===== src/rtl/mod_corrector.sv =====
// -----------------------------------------------------------------------------
// mod_corrector
// Final correction stage of a modular adder-subtractor. It takes the raw signed
// sum/difference and the upstream comparison code {ge_q, nonneg}, then adds q,
// subtracts q or passes the value through. Results wait in a 2-entry output
// queue behind valid/ready handshakes.
//
// Ports:
//   clk        clock, rising edge
//   rst        synchronous active-high reset
//   in_valid   upstream offers a value
//   in_ready   block can accept (registered state only)
//   var_1      signed raw sum/difference (5 bits)
//   q          signed modulus (5 bits, legal 1..15)
//   cmp        bit0 = var_1 >= 0, bit1 = var_1 >= q
//   out_valid  queue head holds a result
//   out_ready  downstream takes the head
//   out_data   signed corrected value at the queue head
//   out_err    head entry came from an illegal code
//   err_cnt    saturating count of accepted illegal codes
// -----------------------------------------------------------------------------
module mod_corrector #(
    parameter int ERR_CNT_W = 8
) (
    input  logic                 clk,
    input  logic                 rst,
    input  logic                 in_valid,
    output logic                 in_ready,
    input  logic signed [4:0]    var_1,
    input  logic signed [4:0]    q,
    input  logic [1:0]           cmp,
    output logic                 out_valid,
    input  logic                 out_ready,
    output logic signed [4:0]    out_data,
    output logic                 out_err,
    output logic [ERR_CNT_W-1:0] err_cnt
);

    // Queue occupancy doubles as the FSM state (EMPTY/ONE/FULL = count 0/1/2).
    typedef enum logic [1:0] {
        ST_EMPTY = 2'd0,
        ST_ONE   = 2'd1,
        ST_FULL  = 2'd2
    } state_t;

    state_t               r_state;
    state_t               w_state_next;
    logic [5:0]           r_mem [0:1];   // {data[4:0], err}
    logic                 r_rd_ptr;
    logic                 r_wr_ptr;
    logic [5:0]           r_head;
    logic [ERR_CNT_W-1:0] r_err_cnt;

    logic                 w_push;
    logic                 w_pop;
    logic [5:0]           w_entry;
    logic                 w_rd_next;
    logic [5:0]           w_head_src;

    // Decode the comparison code; arithmetic at 6 bits, truncated to 5.
    function automatic logic [5:0] f_correct(
        input logic signed [4:0] v,
        input logic signed [4:0] m,
        input logic [1:0]        c
    );
        logic signed [5:0] v6;
        logic signed [5:0] m6;
        logic signed [5:0] res;
        logic              err;
        v6  = {v[4], v};
        m6  = {m[4], m};
        res = v6;
        err = 1'b0;
        case (c)
            2'b00:   begin res = v6 + m6; err = 1'b0; end
            2'b01:   begin res = v6;      err = 1'b0; end
            2'b11:   begin res = v6 - m6; err = 1'b0; end
            2'b10:   begin res = v6;      err = 1'b1; end
            default: begin res = v6;      err = 1'b1; end
        endcase
        return {res[4:0], err};
    endfunction

    assign w_push    = in_valid && in_ready;
    assign w_pop     = out_valid && out_ready;
    assign w_entry   = f_correct(var_1, q, cmp);
    assign w_rd_next = r_rd_ptr ^ w_pop;

    // Next head: the freshly pushed entry when it lands in the slot the read
    // pointer moves to (empty push, or push+pop in ONE), otherwise storage.
    always_comb begin
        w_head_src = r_mem[w_rd_next];
        if (w_push && (r_wr_ptr == w_rd_next)) begin
            w_head_src = w_entry;
        end else begin
            w_head_src = r_mem[w_rd_next];
        end
    end

    // FSM state register.
    always_ff @(posedge clk) begin
        if (rst) begin
            r_state <= ST_EMPTY;
        end else begin
            r_state <= w_state_next;
        end
    end

    // FSM next-state logic on push/pop.
    always_comb begin
        w_state_next = r_state;
        case (r_state)
            ST_EMPTY: begin
                if (w_push) w_state_next = ST_ONE;
                else        w_state_next = ST_EMPTY;
            end
            ST_ONE: begin
                if (w_push && !w_pop)      w_state_next = ST_FULL;
                else if (!w_push && w_pop) w_state_next = ST_EMPTY;
                else                       w_state_next = ST_ONE;
            end
            ST_FULL: begin
                if (w_pop) w_state_next = ST_ONE;
                else       w_state_next = ST_FULL;
            end
            default: w_state_next = ST_EMPTY;
        endcase
    end

    // FSM outputs: handshake flags decoded from the registered state only.
    always_comb begin
        in_ready  = 1'b1;
        out_valid = 1'b0;
        case (r_state)
            ST_EMPTY: begin in_ready = 1'b1; out_valid = 1'b0; end
            ST_ONE:   begin in_ready = 1'b1; out_valid = 1'b1; end
            ST_FULL:  begin in_ready = 1'b0; out_valid = 1'b1; end
            default:  begin in_ready = 1'b1; out_valid = 1'b0; end
        endcase
    end

    // Queue storage, pointers, registered head and illegal-code counter.
    always_ff @(posedge clk) begin
        if (rst) begin
            r_mem[0]  <= 6'd0;
            r_mem[1]  <= 6'd0;
            r_rd_ptr  <= 1'b0;
            r_wr_ptr  <= 1'b0;
            r_head    <= 6'd0;
            r_err_cnt <= '0;
        end else begin
            if (w_push) begin
                r_mem[r_wr_ptr] <= w_entry;
                r_wr_ptr        <= ~r_wr_ptr;
            end
            if (w_pop) begin
                r_rd_ptr <= ~r_rd_ptr;
            end
            // An empty queue keeps presenting the last head value.
            if (w_state_next != ST_EMPTY) begin
                r_head <= w_head_src;
            end
            if (w_push && w_entry[0] && (r_err_cnt != {ERR_CNT_W{1'b1}})) begin
                r_err_cnt <= r_err_cnt + ERR_CNT_W'(1);
            end
        end
    end

    assign out_data = r_head[5:1];
    assign out_err  = r_head[0];
    assign err_cnt  = r_err_cnt;

endmodule


===== config.mk =====
export PLATFORM = sky130hd
export DESIGN_NAME = mod_corrector
export DESIGN_NICKNAME = d
export VERILOG_FILES = /design/src/rtl/mod_corrector.sv
export SDC_FILE = /design/constraint.sdc
export NUM_CORES = 1
export LEC_CHECK = 0
export CAP_MARGIN = 0
export CORE_MARGIN = 5
export CORE_UTILIZATION = 40
export DETAILED_ROUTE_END_ITERATION = 7
export GPL_TIMING_DRIVEN = 1
export PLACE_DENSITY_LB_ADDON = 0.25
export SYNTH_ARGS = -nofsm -noshare
export SYNTH_HDL_FRONTEND = slang
export SYNTH_SLANG_ARGS = --single-unit

===== constraint.sdc =====
create_clock -name clk -period 2.65 [get_ports clk]
set_input_delay 0.53 -clock clk [delete_from_list [all_inputs] [get_ports clk]]
set_output_delay 0.53 -clock clk [all_outputs]
set_load 0.01 [all_outputs]

# After elaboration in Yosys (flattened, before gate mapping)

Memory sizes are Yosys's and may differ from the RTL's. A register that Yosys moved wholly into a read port is not among the register bits.
Index checks and enable logic that the tools add are counted.

Memories kept: 1
Logic and storage cells: 49
Bits in registers: 12
Bits in latches: 0
Output and inout port bits: 16
RAM bits: 12
Bits of input ports: 16
Bits in read-only memories: 0

Equality and inequality tests: 6
Bitwise gates (word level): 3
Div/mod/pow operators: 0
Reductions and logical operators: 15
Multipliers: 0
$lt $le $gt $ge: 0
Muxes and demuxes: 17
$add $sub $neg: 3
Shifts and indexed selects: 0

Memories:

| name  | depth | bits a word | rd ports | clocked after memory_dff | write ports | line | source |
|---|---|---|---|---|---|---|---|
| r_mem | 2     | 6           | 1        | 1                        | 2           | 48   | `logic [5:0] r_mem [0:1];` |

Operator list:

| cell                                                                  | number |
|---|---|
| 5-bit one-hot mux with 3 select lines                                 | 1 |
| 1-bit two-way mux                                                     | 11 |
| 8-bit by 1-bit adder with 8-bit output, second input constant         | 1 |
| 8-bit != test, second input constant                                  | 1 |
| 2-bit equality test, second input constant                            | 3 |
| 1-bit logical AND                                                     | 6 |
| 6-bit two-way mux                                                     | 1 |
| 2-bit one-hot mux with 3 select lines                                 | 1 |
| 6-bit OR reduction                                                    | 1 |
| 5-bit adder                                                           | 1 |
| 5-bit subtractor                                                      | 1 |
| 2-bit by 1-bit equality test with 1-bit output, second input constant | 2 |
| 2-bit zero test                                                       | 2 |
| 2-bit two-way mux                                                     | 2 |
| 2-bit OR reduction                                                    | 2 |
| 3-bit OR reduction                                                    | 1 |
| 1-bit zero test                                                       | 2 |
| 1-bit NOT                                                             | 2 |
| 1-bit one-hot mux with 2 select lines                                 | 1 |
| 2-bit nonzero test                                                    | 1 |
| 1-bit bitwise XOR                                                     | 1 |

# Longest topological paths before layout

Word-level depth: 9
Depth in mapped cells: 10
Gate-level depth less buffers: 10

# Worst setup path before layout

Ideal clock, no wire load.

Kind: input-to-reg
Start: input port q[0]
End: memory r_mem[1][5] (data pin)
Buffers on the path: 0
Setup slack: 72 ps
Arrival time: 2,431 ps
Library setup time: 147 ps
Cell stages on the path: 9
Cells stage by stage: inv_1 -> ha_1 -> mux2_2 -> fa_1 -> nand2b_1 -> a21oi_1 -> xnor2_1 -> or3_1 -> a21oi_1

RTL lines:

| what               | line | source |
|---|---|---|
| start: declaration | 30   | `input logic signed [4:0] q,` |
| end: declaration   | 48   |  |

==> results.txt <==
- The routed design could run at a clock period as short as approximately 2.6 ns.
- TritonCTS built the clock tree.
* Vias after detailed routing: ~1700
* Die height: about 79 um
- From synthesis to final layout, the design area changed by 36.7%.
- WP data arrival: ~2.6 ns
- Clock network fraction of design power: between 20% and 30%
* Unrepaired setup endpoints after global routing: false
* DRC Markers: 0
- In the routed layout, each cell is associated on average with a via count of between 5 and 6.
- The worst-case IR drop observed on VDD is roughly 0.22 mV.
- The repair_antennas step left the layout with diodes totalling 0.
- Tightest Pin Transition: 0.749 ns
* Row count: 25
* Net count of the mapped netlist: about 240
* Hold crit path type: reg2reg
- Summed over all failing endpoints, the final setup total negative slack is 0 ns.
* Slowest cell delay on critical path: 0.29 ns
- Instance count of the mapped netlist: 213
* Comb power frac: 33.1%
- Cell family with most CP delay: buffers and inverters
- Max Cap Viol: 0
- The average instance in the mapped netlist occupies 8.89 um^2.
- Sequential cells account for 39.6% of the total power.
- The most used flip-flop cell after synthesis is sky130_fd_sc_hd__dfxtp_1.
- The cell sitting at the root of the clock tree is a sky130_fd_sc_hd__clkbuf_8.
- Most repeated library cell on the critical path: sky130_fd_sc_hd__buf_4
- In this run, synthesis inferred 12 flip-flops with an integrated enable.
* Largest net degree at the start of global routing: 15
* Switching fraction of total power: between 20 and 30%
* Vias in the first global route: approximately 1600
* P_int: roughly 960 uW
* Slew headroom: approximately half
* Clock Pin Slew Worst Setup and Hold Paths: ~0.06 ns
* #FFs+latches synth: 30
- Starting density of the core: 40.6%
- Setup slack closes at 0.0838 ns.
* Yosys top cell area share: between 10% and 20%
- Dividing the detail-routed wire length by the instance count gives between 10 and 15 um.
- Number of CTS-inserted buffers: 5
* TritonCTS sink count: 30
* Cell type with the largest total area after synthesis: sky130_fd_sc_hd__dfxtp_1
- Hold repair after CTS inserted 0 buffers.
* Final-stage net count: roughly 300
- The first global-routing pass estimated just over 7000 um of wire.
* CTS H-tree lvls: 2
- Seq/Total Area, Yosys: between 30% and 40%
- Ranked by total cell area, the synthesized netlist is headed by sky130_fd_sc_hd__dfxtp_1 (19%), sky130_fd_sc_hd__edfxtp_1 (19%), sky130_fd_sc_hd__ha_1 (8.6%).
- Cell area power density: 529 mW/mm^2
* Kind of critical path: in2reg
- At the worst endpoint, the required time is 2.68 ns.
- Setup violations remaining at the end of the flow were counted as 0.
* Highest clock frequency the design can meet: just under 0.4 GHz
* Switching power: a little over 400 uW
* Pre-CTS setup slack: -0.564 ns
- Core area: 0.00466 mm^2
* Number of library cell types mapped by synthesis: ~50
- The congestion estimate from routability-driven global placement came to between 0.7 and 0.8.
- Summing every instance area after synthesis gives between 0.0015 and 0.002 mm^2.
- Cell breakdown of the critical path: dlygate4sd2_1 -> ha_2 -> buf_4 -> nor2_2 -> xnor2_2 -> ha_1 -> nor4bb_1 -> a311o_1 -> nor3b_1 -> buf_4 -> buf_4 -> nor2_1
- Global routing finished with a remaining overflow of 0.
- Measured along the x axis, the die boundary spans 78.8 um.
- The HPWL after detailed placement is roughly 3200 um.
* Drt initial violations: 58
- IO buf count: 31
- Across the routed clock network, the largest skew measured is around 0.0034 ns.
- The initial antenna violation count was 0.
- Global-route total usage across every layer: 14.8%
- STA classifies the critical path startpoint as a primary input.
* Number of routed nets with antenna violations: 0
- Sum of buffers and inverters on the critical path: 4
- Number of hold-slack violations in the final timing report: 0
* Clock latency on the worst-skew pair: around 0.28 ns
* Share of the clock period used by the worst path: 96.8%
* Status: finished clean
* Routed wire length: between 4000 and 5000 um
- On the critical path, the stage with the largest delay is an instance of sky130_fd_sc_hd__ha_1.
- The clock passes through at most 2 buffers.
- The number of pins with negative max-slew slack in the final report was 0.
- The first TritonRoute pass finished after 4 iterations.
* Reported leakage power: ~1.0 nW
* Layout cell share with drive strength beyond 1: between 15 and 20%
- Synth Warn #: 0
- Critical-path maximum fanout: 4
- # IOs: 32
- The worst setup path is captured at a register.
- Die Footprint: 0.00621 mm^2
- Share of async-settable or async-resettable flops after synthesis: 0%
## cells in the final DEF (no fill, tap or decap), drive strengths merged, types with 4 or more instances in the layout
cell	n
nor2	30
clkdlybuf4s50	27
buf	24
dfxtp	18
inv	16
nand2	14
o21ai	13
ha	13
edfxtp	12
a21oi	10
nor3	9
xnor2	9
clkbuf	7
nand3	5
mux2i	5
and2	4
dlygate4sd2	4
## metal layers
metal  wire length, um  track usage [%]  up-vias
met4                30             5.67        0
met3               199             3.74        2
met5                 0                0        -
met1              1890             17.1      794
li1                  -                -      869
met2              2070             26.3       40
## layout make-up
type / count / area [um^2]
clock buffer: 7 / 86.3
clock inverter: 1 / 5.00
fill: 429 / 2070
inverter: 16 / 60.1
multi-input combinational: 161 / 1160
sequential: 30 / 721
tap: 54 / 67.6
timing repair buffer: 55 / 485
## power by group through the flow
stage	logic (mW)	clock network (mW)	registers (mW)
after floorplan	0.245	0	0.552
after global placement	0.412	0	0.552
after detailed placement	0.417	0	0.552
after CTS	0.439	0.387	0.542
after global routing	0.501	0.408	0.548
final	0.453	0.374	0.542
## worst paths after layout
check             start     endpoint  slack, ns  cells after the start
max reg2reg  r_state[0]    r_head[5]       0.51                     10
min reg2reg   r_head[2]    r_head[2]       0.45                      2
max              cmp[1]  r_mem[0][4]       0.08                     12
min           r_head[2]    r_head[2]       0.45                      2
## sequential cells by signal (all words and copies together), names as in the netlist
register  flops
r_rd_ptr      1
r_head        6
r_mem        12
err_cnt       8
r_wr_ptr      1
r_state       2
## cells by family after synthesis
family                   after synthesis  synth area share [%]
multiplexers                           7                  3.83
AND/OR/NAND/NOR                       82                  21.3
buffers and inverters                 22                  4.49
flip-flops                            30                  38.0
adder cells (fa/ha/maj)               14                  9.64
XOR/XNOR                              12                  6.28
AO/OA/AOI/OAI                         46                  16.4
## synthesized netlist by cell type (3+ instances only)
master                     instances
sky130_fd_sc_hd__ha_1             13
sky130_fd_sc_hd__o21ai_0          13
sky130_fd_sc_hd__nor3_1            9
sky130_fd_sc_hd__a22oi_1           3
sky130_fd_sc_hd__inv_1            16
sky130_fd_sc_hd__mux2i_1           5
sky130_fd_sc_hd__nor2_1           30
sky130_fd_sc_hd__edfxtp_1         12
sky130_fd_sc_hd__clkbuf_1          4
sky130_fd_sc_hd__dfxtp_1          18
sky130_fd_sc_hd__a221o_1           3
sky130_fd_sc_hd__or3_1             3
sky130_fd_sc_hd__xnor2_1           9
sky130_fd_sc_hd__nand3_1           5
sky130_fd_sc_hd__nor2b_1           3
sky130_fd_sc_hd__and2_1            4
sky130_fd_sc_hd__nand2b_1          3
sky130_fd_sc_hd__nand2_1          14
sky130_fd_sc_hd__a21oi_1          10
## timing repair
action | CTS | global route
endpoints found under the setup margin | 10 | 5
pin swaps | 8 | 6
setup buffers | 0 | 1
gates resized for setup | 14 | 7
## stage by stage
stage                     hold slack (ns)  power [mW]  std cells  area (um^2)  util (%)
after floorplan                     0.480       0.797        213         1890         -
after global placement              0.445       0.964        315         2420      51.9
after detailed placement            0.452       0.969        315         2420      51.9
after CTS                           0.460        1.37        323         2550      54.7
after global routing                0.486        1.46        324         2590      55.5
final                               0.452        1.37        324         2590      55.5
## worst reg2reg max path, stage by stage, from the launching register on
cell and delay (ns):
sky130_fd_sc_hd__dfxtp_1 0.36, sky130_fd_sc_hd__inv_1 0.07, sky130_fd_sc_hd__ha_1 0.34, sky130_fd_sc_hd__nand2_1 0.10
sky130_fd_sc_hd__ha_1 0.29, sky130_fd_sc_hd__o21ai_0 0.07, sky130_fd_sc_hd__a21oi_1 0.13, sky130_fd_sc_hd__buf_4 0.19
sky130_fd_sc_hd__nor2_1 0.06, sky130_fd_sc_hd__a2111oi_1 0.33, sky130_fd_sc_hd__nor3_1 0.09
Note: power is estimated with default switching activity, not from simulation.
